File: config.mk
export PLATFORM = sky130hd
export DESIGN_NAME = mem_arbiter
export DESIGN_NICKNAME = d
export VERILOG_FILES = /design/src/rtl/mem_arb_pkg.sv /design/src/rtl/mem_arbiter_arb_pick.sv /design/src/rtl/mem_arbiter.sv
export SDC_FILE = /design/constraint.sdc
export NUM_CORES = 1
export LEC_CHECK = 0
export BUFFER_PORTS_ARGS = -buffer_cell sky130_fd_sc_hd__buf_4
export CORE_MARGIN = 2
export CORE_UTILIZATION = 46
export CTS_CLUSTER_SIZE = 8
export DETAILED_ROUTE_END_ITERATION = 16
export PLACE_DENSITY = 0.81
export RECOVER_POWER = 50
export REMOVE_ABC_BUFFERS = 1
export SETUP_SLACK_MARGIN = 0.1
export SLEW_MARGIN = 20
export SYNTH_ARGS = -nofsm -noshare
export SYNTH_HDL_FRONTEND = slang
export SYNTH_SLANG_ARGS = --single-unit
File: constraint.sdc
create_clock -name clk -period 4.2 [get_ports clk]
set_input_delay 0 -clock clk [delete_from_list [all_inputs] [get_ports clk]]
set_output_delay 0 -clock clk [all_outputs]
set_load 0.05 [all_outputs]
File: src/rtl/mem_arb_pkg.sv
// Shared types and default widths for the two-port RAM arbiter.
package mem_arb_pkg;

  localparam int unsigned ADDR_W_DEF  = 8;
  localparam int unsigned WDATA_W_DEF = 8;
  localparam int unsigned RDATA_W_DEF = 16;

  typedef enum logic [1:0] {
    IDLE   = 2'd0,
    ACCESS = 2'd1,
    DONE   = 2'd2
  } state_t;

endpackage

File: src/rtl/mem_arbiter_arb_pick.sv
// Two-requester winner selection; i_last names the requester served most recently.
module arb_pick (
  input  logic       i_req0,
  input  logic       i_req1,
  input  logic       i_last,
  output logic [1:0] o_gnt
);

  always_comb begin
    o_gnt = 2'b00;
    if (i_req0 && i_req1) begin
      // On contention the requester not served last wins.
      o_gnt = i_last ? 2'b01 : 2'b10;
    end else if (i_req0) begin
      o_gnt = 2'b01;
    end else if (i_req1) begin
      o_gnt = 2'b10;
    end
  end

endmodule

File: src/rtl/mem_arbiter.sv
// Two-master single-port RAM arbiter: IDLE -> ACCESS -> DONE per transfer.
// Define ARB_RR_EN for round-robin contention; default build is fixed priority (m0 wins).
module mem_arbiter
  import mem_arb_pkg::*;
#(
  parameter int unsigned ADDR_W  = ADDR_W_DEF,
  parameter int unsigned WDATA_W = WDATA_W_DEF,
  parameter int unsigned RDATA_W = RDATA_W_DEF
) (
  input  logic               clk,
  input  logic               clr,
  input  logic               m0_req,
  input  logic               m0_we,
  input  logic [ADDR_W-1:0]  m0_adrs,
  input  logic [WDATA_W-1:0] m0_wdata,
  output logic               m0_gnt,
  output logic               m0_ack,
  output logic [RDATA_W-1:0] m0_rdata,
  input  logic               m1_req,
  input  logic               m1_we,
  input  logic [ADDR_W-1:0]  m1_adrs,
  input  logic [WDATA_W-1:0] m1_wdata,
  output logic               m1_gnt,
  output logic               m1_ack,
  output logic [RDATA_W-1:0] m1_rdata,
  output logic               ram_rw,
  output logic [ADDR_W-1:0]  ram_adrs,
  output logic [WDATA_W-1:0] ram_din,
  input  logic [RDATA_W-1:0] ram_dout
);

  state_t               r_state;
  state_t               w_state_nxt;
  logic                 r_owner;
  logic                 w_owner_nxt;
  logic [1:0]           w_pick;
  logic                 w_last;
  logic                 w_any_req;
  logic                 w_sel_we;
  logic [ADDR_W-1:0]    w_sel_adrs;
  logic [WDATA_W-1:0]   w_sel_wdata;
  logic [RDATA_W-1:0]   r_rdata0;
  logic [RDATA_W-1:0]   r_rdata1;

  assign w_any_req = m0_req | m1_req;

`ifdef ARB_RR_EN
  logic r_last;

  always_ff @(posedge clk or posedge clr) begin
    if (clr) begin
      r_last <= 1'b1;
    end else if (r_state == IDLE && w_any_req) begin
      r_last <= w_pick[1];
    end
  end

  assign w_last = r_last;
`else
  // Tying last-served to m1 makes the picker always favour m0.
  assign w_last = 1'b1;
`endif

  arb_pick u_arb_pick (
    .i_req0 (m0_req),
    .i_req1 (m1_req),
    .i_last (w_last),
    .o_gnt  (w_pick)
  );

  assign w_sel_we    = r_owner ? m1_we    : m0_we;
  assign w_sel_adrs  = r_owner ? m1_adrs  : m0_adrs;
  assign w_sel_wdata = r_owner ? m1_wdata : m0_wdata;

  always_ff @(posedge clk or posedge clr) begin
    if (clr) begin
      r_state <= IDLE;
      r_owner <= 1'b0;
    end else begin
      r_state <= w_state_nxt;
      r_owner <= w_owner_nxt;
    end
  end

  always_comb begin
    w_state_nxt = r_state;
    w_owner_nxt = r_owner;
    m0_gnt      = 1'b0;
    m1_gnt      = 1'b0;
    m0_ack      = 1'b0;
    m1_ack      = 1'b0;
    ram_rw      = 1'b0;
    ram_adrs    = '0;
    ram_din     = '0;
    unique case (r_state)
      IDLE: begin
        if (w_any_req) begin
          w_state_nxt = ACCESS;
          w_owner_nxt = w_pick[1];
        end
      end
      ACCESS: begin
        w_state_nxt = DONE;
        m0_gnt      = ~r_owner;
        m1_gnt      = r_owner;
        // clr gates the write strobe so an aborted access never reaches the RAM.
        ram_rw      = w_sel_we & ~clr;
        ram_adrs    = w_sel_adrs;
        ram_din     = w_sel_wdata;
      end
      DONE: begin
        w_state_nxt = IDLE;
        m0_gnt      = ~r_owner;
        m1_gnt      = r_owner;
        m0_ack      = ~r_owner;
        m1_ack      = r_owner;
      end
      default: begin
        w_state_nxt = IDLE;
      end
    endcase
  end

  always_ff @(posedge clk or posedge clr) begin
    if (clr) begin
      r_rdata0 <= '0;
      r_rdata1 <= '0;
    end else if (r_state == ACCESS && !w_sel_we) begin
      if (r_owner) begin
        r_rdata1 <= ram_dout;
      end else begin
        r_rdata0 <= ram_dout;
      end
    end
  end

  assign m0_rdata = r_rdata0;
  assign m1_rdata = r_rdata1;

endmodule
# After elaboration in Yosys (flattened, before gate mapping)
# Cells that the tools add are included.
[word_totals] reg_bits=35 input_bits=54 output_inout_bits=53 word_cells=34
[classes] eq_ne=3 n_mux=15 bitwise=4 reduce_logical=8
[ops] operator="two-way mux 8 bit" n=4
[ops] operator="two-way mux 2 bit" n=4
[ops] operator="two-way mux 1 bit" n=6
[ops] operator="AND reduction 2 bit" n=3
[ops] operator="one-hot mux 2 bit (2 select lines)" n=1
[ops] operator="equality test 2 x 1 -> 1 bit (second input constant)" n=1
[ops] operator="equality test 2 bit (second input constant)" n=1
[ops] operator="logical AND 1 bit" n=2
[ops] operator="logical NOT 2 bit" n=1
[ops] operator="!= test 2 bit (second input constant)" n=1
[ops] operator="NOT 1 bit" n=2
[ops] operator="OR reduction 2 bit" n=1
[ops] operator="AND 1 bit" n=1
[ops] operator="logical NOT 1 bit" n=1
[ops] operator="OR 1 bit" n=1

# Longest topological paths before layout
# Gate-level depths: netlist of run 1.
[logic_depth] word_depth=4 mapped_depth=6 ltp_nobuf=4

# Cells and area by module
# From an unflattened synthesis of run 1, not the netlist that was laid out.
[unflattened] cells_unflattened=130 area_unflattened_um2=1791.7
[modules_own_cells] module="mem_arbiter" instances=1 cells_each=127 area_per_inst_um2=1773.0 seq_area_each_um2=875.8
[modules_own_cells] module="arb_pick" instances=1 cells_each=3 area_per_inst_um2=18.8 seq_area_each_um2=0.0

# Worst setup path after synthesis of run 1
# OpenSTA, ideal clock, no wires.
[synth_timing] path_type="flip-flop to flip-flop" startpoint="register r_state[1]" endpoint="register r_rdata0[10] (netlist: m0_rdata[10])" setup_ns=0.125 t_arrival_ns=1.553 t_required_ns=4.075 setup_slack_ns=2.522 path_stages_with_launch=7 path_buffers=2 period_less_slack_ns=1.678 path_cell_list="dfrtp_1 -> inv_1 -> ha_1 -> buf_4 -> nor3b_4 -> buf_12 -> mux2_4"
[synth_via] elab_chain_cells=3
[synth_rtl] element="start, declared" line_no="mem_arbiter.sv:32" source="state_t r_state;"
[synth_rtl] element="start signal, assigned" line_no="mem_arbiter.sv:80" source="r_state <= w_state_nxt;"
[synth_rtl] element="equality test 2 x 1 -> 1 bit" line_no="mem_arbiter.sv:128" source="end else if (r_state == ACCESS && !w_sel_we) begin"
[synth_rtl] element="logical AND 1 bit" line_no="mem_arbiter.sv:128"
[synth_rtl] element="AND reduction 2 bit (no line)"
[synth_rtl] element="end signal, assigned" line_no="mem_arbiter.sv:132" source="r_rdata0 <= ram_dout;"
[synth_rtl] element="end, declared" line_no="mem_arbiter.sv:42" source="logic [RDATA_W-1:0] r_rdata0;"
# No other way between the ends.
# A chain may end at the register's enable or synchronous reset.

# Worst setup path after layout of run 1
[layout_timing] startpoint="input clr" endpoint="output ram_rw"
[layout_via] elab_chain_cells=3
[layout_rtl] element="start, declared" line_no="mem_arbiter.sv:11" source="input logic clr,"
[layout_rtl] element="NOT 1 bit" line_no="mem_arbiter.sv:107" source="ram_rw = w_sel_we & ~clr;"
[layout_rtl] element="AND 1 bit" line_no="mem_arbiter.sv:107"
[layout_rtl] element="two-way mux 1 bit" line_no="mem_arbiter.sv:95" source="unique case (r_state)"
[layout_rtl] element="end, declared" line_no="mem_arbiter.sv:26" source="output logic ram_rw,"
# No other way between the ends.

==> results.toml, run 1 <==
[status]
status = "finished, violations left"
violations = "max-capacitance violations, max-slew violations"

[power_and_ir_drop]
clock_power_share_pct = 9.2
internal_power_mw = 1.14
p_per_area_mw_per_mm2 = 916
p_total_mw = 2.50
p_leak_nw = 1.33
swShare_pct = 54.3
seq_power_share_pct = 26.3
worst_ir_drop_vdd_mv = 0.421
switchingPower_mw = 1.36
comb_power_share_pct = 64.6

[logic_synthesis]
syn_area_per_cell_um2 = 14.0
yosysMostFrequentCell = "dfrtp_1"
synth_warnings = 0
seq_area_frac_synth_pct = 49.7
ys.flop_type = "dfrtp_1"
synthArstFlopShare_pct = 100
synthDistinctLibCells = 19
synth_edf_count = 0
syn_area_mm2 = 0.00176
yosysTopAreaCellShare_pct = 49.7
synth_top_area_cell = "dfrtp_1"
yosys-top-cells-area = "dfrtp_1, mux2_2, mux2i_1, mux2_4, nor2b_1"
synthTopCellsByCount = "dfrtp_1, mux2_2, nor2b_1, mux2i_1, mux2_4"
postSynthCellCount = 126
synth_seq_cells = 35

[global_route]
grt_pass1_vias = 1466
grt_util_all_layers_pct = 22.9
grt_antenna_before_repair = 0
grt_max_degree = 37
gr-total-overflow = 0
grt_pass1_wl_um = 7280

[sta]
min_period_over_period_pct = 61.1
whs_ns = 0.00846
final_hold_viol_count = 0
finClkSkew_ns = 0.00429
fin_crit_ns = 2.57
tns_ns = 0
max_freq_ghz = 0.390
setup_viol = 0
rsz0062_at_grt = "no"
relSlewSlack_pct = -22.2
tightest_slew_ns = 1.83
worst_slack_ns = 1.63
slew_viol_final = 37

[placement]
io_buffer_count = 106
place.gp.congestion = 0.733
place_area_mm2 = 0.00257
pre_cts_ws_ns = 1.74
dpl.hpwl_um = 3480
placed_cells_incl_taps = 274

[final_layout]
utilization_pct = 74.6
n_fill_cell = 290
drive_gt1_share_pct = 48.8
area_delta_synth_final_pct = 54.9
fin_nets = 309
multi_input_area_um2 = 818
stdcell_count = 300
n_antenna_cell = 0
seq_area_um2 = 877
fin_area_mm2 = 0.00273

[floorplanning]
core_mm2 = 0.00366
die_area_mm2 = 0.00434
ios = 107
die_h_um = 65.9
initial_core_util_pct = 48.2
row_count = 22
chipWidth_um = 65.9

[setup_path]
rrSetupSlack_ns = 1.75
setup.worst_path.end_class = "output pin"
criticalPathCategory = "in2out"
cp-start-kind = "primary input"
r2r_start = "r_state[1]"
worstReg2RegEnd = "m0_rdata[0]"
arrival_ns = 2.57
cp.required_ns = 4.20
r2r.worst_path.cells = 4
cp_max_fo = 36

[drt]
wl_per_cell_um = 16.0
drt-total-wl_um = 4800
vias = 1472
drt_first_pass_iters = 4
first_iter_violations = 35
ant_nets = 0
drc_errors = 0
vias_per_cell = 4.91

[clocking]
htreeDepth = 2
clk_latency_ns = 0.28
cts_resized = 0
cts_buffers = 5
cts_tree = "done"
post-cts-setup-buffers = 0
cts_sinks = 35
cts.root.buffer_cell = "clkbuf_8"
clk_pin_slew_ns = 0.07
cts.path.max_buffers = 2

[worst_hold_path]
hold_end = "r_state[0]"
min_from = "m1_req"
worst_hold_path.num_cells = 2
worstHoldPathType = "in2reg"

[run]
cap_violations = 1
-- kinds of logic after synthesis --
group	count (synthesis)	synth area share, %
multiplexers	50	32.9
flip-flops	35	49.7
AND/OR/NAND/NOR	24	9.58
buffers and inverters	10	3.90
adder cells (fa/ha/maj)	4	2.84
AO/OA/AOI/OAI	3	1.06
-- final cells by class --
type / instances / area share [%]
multi-input cells: 81 / 30.0
inverters: 3 / 0.412
clock buffers: 7 / 2.80
well taps: 48 / 2.20
repair buffers: 125 / 32.3
clock inverters: 1 / 0.183
flip-flops and latches: 35 / 32.1
-- state kept, by name (all words and copies together) (netlist names) --
signal,flops
r_owner,1
m0_rdata,16
r_state,2
m1_rdata,16
-- critical path: stages --
cell and delay, ns:
dlygate4sd3_1 0.53, clkbuf_4 0.13, inv_1 0.04, clkbuf_1 1.31, and3_1 0.33, buf_4 0.20
-- routing by layer --
metal | vias to the layer above | share of wire (%) | GRT usage [%] | wire length [µm]
li1 | 688 | - | - | -
met1 | 734 | 38 | 26.6 | 1850
met2 | 38 | 55 | 40.7 | 2650
met3 | 12 | 3.6 | 4.94 | 172
met4 | 0 | 2.8 | 9.11 | 133
met5 | - | 0 | 0 | 0
-- how the worst max path moves through the flow --
| stage | from | end | slack, ns | depth (start not counted) |
|---|---|---|---|---|
| 2_1_floorplan | r_state[1] | m0_rdata[0] | 2.14 | 4 |
| 3_3_place_gp | r_state[1] | m0_rdata[1] | 1.87 | 4 |
| 3_5_place_dp | r_state[1] | m0_rdata[0] | 1.74 | 4 |
| 4_1_cts | r_state[1] | m0_rdata[0] | 1.73 | 4 |
| 5_1_grt | clr | ram_rw | 1.28 | 6 |
| 6_report | clr | ram_rw | 1.63 | 6 |
-- power groups by stage --
| stage | Clock [mW] | Sequential [mW] | Combinational [mW] |
|---|---|---|---|
| 2_1_floorplan | 0 | 1.19 | 0.671 |
| 3_3_place_gp | 0 | 0.644 | 1.69 |
| 3_5_place_dp | 0 | 0.657 | 1.72 |
| 4_1_cts | 0.232 | 0.654 | 1.73 |
| 5_1_grt | 0.247 | 0.678 | 1.68 |
| 6_report | 0.229 | 0.657 | 1.61 |
-- layout by cell type, fill, tap and decap left out, drive strengths merged --
cell          n
buf          79
dfrtp        35
clkbuf       35
mux2         34
nor2b        18
dlygate4sd3  18
mux2i        16
ha            4
inv           3
a21oi         2
and2          2
nor3b         2
nand3b        1
o31a          1
and3          1
clkinv        1
-- what timing repair did --
action	4_1_cts	5_1_grt
setup endpoints to repair	0	0
hold buffers	18	0
endpoints found under the hold margin	69	0
(Power assumes the default switching activity.)
==> inputs of run 2 (changes only) <==
--- a/config.mk
+++ b/config.mk
@@ -7,10 +7,10 @@
 export LEC_CHECK = 0
 export BUFFER_PORTS_ARGS = -buffer_cell sky130_fd_sc_hd__buf_4
 export CORE_MARGIN = 2
-export CORE_UTILIZATION = 46
+export CORE_UTILIZATION = 43
 export CTS_CLUSTER_SIZE = 8
 export DETAILED_ROUTE_END_ITERATION = 16
-export PLACE_DENSITY = 0.81
+export PLACE_DENSITY = 0.76
 export RECOVER_POWER = 50
 export REMOVE_ABC_BUFFERS = 1
 export SETUP_SLACK_MARGIN = 0.1
==> constraint.sdc (replaced) <==
create_clock -name clk -period 2.5 [get_ports clk]
set_input_delay 0 -clock clk [delete_from_list [all_inputs] [get_ports clk]]
set_output_delay 0 -clock clk [all_outputs]
set_load 0.05 [all_outputs]
==> run 2 against run 1 <==
Compared with the run above: the run now ends clean; wire length shrank 1.4%; critical path depth fell by 2; register-to-register slack got worse by 0.98 ns; design area rose by 2.7%; setup slack worse by 0.95 ns; clock skew is 0.0032 ns higher; clock power rose by 130%; sequential share of layout area decreased by 0.89 points.
==> results.toml, run 2 (synthesis results as in run 1) <==
[sta]
slew_viol_final = 0
finClkSkew_ns = 0.00750
min_period_over_period_pct = 72.6
final_hold_viol_count = 0
rsz0062_at_grt = "no"
tightest_slew_ns = 0.645
setup_viol = 0
max_freq_ghz = 0.551
relSlewSlack_pct = 57.2
worst_slack_ns = 0.684
tns_ns = 0
fin_crit_ns = 1.82

[setup_path]
setup.worst_path.end_class = "output pin"
slowest_delay_ns = 0.45
rrSetupSlack_ns = 0.77
arrival_ns = 1.82
cp.required_ns = 2.50
criticalPathCategory = "reg2out"
cpMaxStageDelayCell = "dfrtp_1"
cp_max_fo = 20
cpMostUsedCell = "buf_4"
r2r_start = "r_owner"
critical_path.cell_chain = "buf_4 > mux2_2 > and3_1 > buf_4"
startpoint = "r_owner"
cp-start-kind = "register"

[final_layout]
mostFrequentLayoutCell = "buf_4"
utilization_pct = 70.6
most-common-layout-cells = "buf_4, dfrtp_1, clkbuf_1"
seq_area_um2 = 876
n_antenna_cell = 0
multi_input_area_um2 = 818
drive_gt1_share_pct = 50.0
fin_nets = 313
area_delta_synth_final_pct = 59.0
n_fill_cell = 314

[run]
cap_violations = 0

[placement]
io_buffer_count = 106
pre_cts_ws_ns = 0.772
dpl.hpwl_um = 3420
place.gp.congestion = 0.710

[clocking]
cts_tree = "done"
clk_latency_ns = 0.28
cts.path.max_buffers = 2
clk_pin_slew_ns = 0.07
cts_sinks = 35
cts_buffers = 5
cts.root.buffer_cell = "clkbuf_8"
htreeDepth = 2

[global_route]
grt_pass1_vias = 1533
grt_max_degree = 37
grt_pass1_wl_um = 7070
gr-total-overflow = 0
grt_antenna_before_repair = 0
grt_util_all_layers_pct = 20.4

[drt]
drc_errors = 0
drt_first_pass_iters = 4
vias_per_cell = 4.88
first_iter_violations = 55
ant_nets = 0
wl_per_cell_um = 15.5
vias = 1494
drt-total-wl_um = 4740

[power_and_ir_drop]
p_leak_nw = 1.38
worst_ir_drop_vdd_mv = 0.844
p_per_area_mw_per_mm2 = 1550

[floorplanning]
ios = 107
chipWidth_um = 68.0
die_h_um = 68.0
die_area_mm2 = 0.00463
initial_core_util_pct = 44.4
core_mm2 = 0.00397
row_count = 23

[status]
status = "finished, final reports clean"

[worst_hold_path]
worstHoldPathType = "in2reg"
min_from = "m0_we"
[run 2: per-layer routing]
metal,global-route usage [%],wire length (µm)
met5,0,0
met4,6.00,72
met3,4.61,190
met2,38.2,2640
met1,22.9,1830
[run 2: path summary, 6_finish.rpt]
check | depth (start not counted) | end
worst min-delay path | 4 | m0_rdata[12]
max in group asynchronous | 4 | m1_rdata[2]
min in group asynchronous | 4 | m0_rdata[5]
worst max-delay path | 4 | ram_rw
worst max register to register | 3 | m1_rdata[8]
worst min register to register | 1 | m0_rdata[1]
[run 2: repair_timing]
action | 4_1_cts | 5_1_grt
hold buffers | 19 | 0
setup buffers | 0 | 0
resized for setup | 0 | 0
hold endpoints to repair | 69 | 0
[run 2: worst max-delay path, delay by kind of cell (launching register included)]
kind | cells | cell delay [ns]
buffers and inverters | 2 | 0.54
multiplexers | 1 | 0.37
AND/OR/NAND/NOR | 1 | 0.18
flip-flops | 1 | 0.45
[run 2: power by group]
part	switching, mW	internal, mW
Sequential	0.176	0.855
Combinational	1.91	0.889
Clock	0.197	0.323
Total	2.29	2.07
[run 2: final cells by class]
cell class | count | area share [%]
Multi-Input combinational cell | 81 | 29.2
Clock inverter | 2 | 1.25
Clock buffer | 6 | 2.95
Tap cell | 50 | 2.23
Timing Repair Buffer | 129 | 32.8
Sequential cell | 35 | 31.2
Inverter | 3 | 0.402
[run 2: stage by stage]
step / hold slack [ns] / power, mW / instances / area (µm²)
floorplan: 0.0898 / 3.12 / 119 / 1710
global placement: 0.119 / 3.94 / 279 / 2590
detailed placement: 0.151 / 4.01 / 279 / 2590
CTS: 0.324 / 4.56 / 306 / 2900
global route: 0.337 / 4.54 / 306 / 2800
finish: 0.324 / 4.35 / 306 / 2800
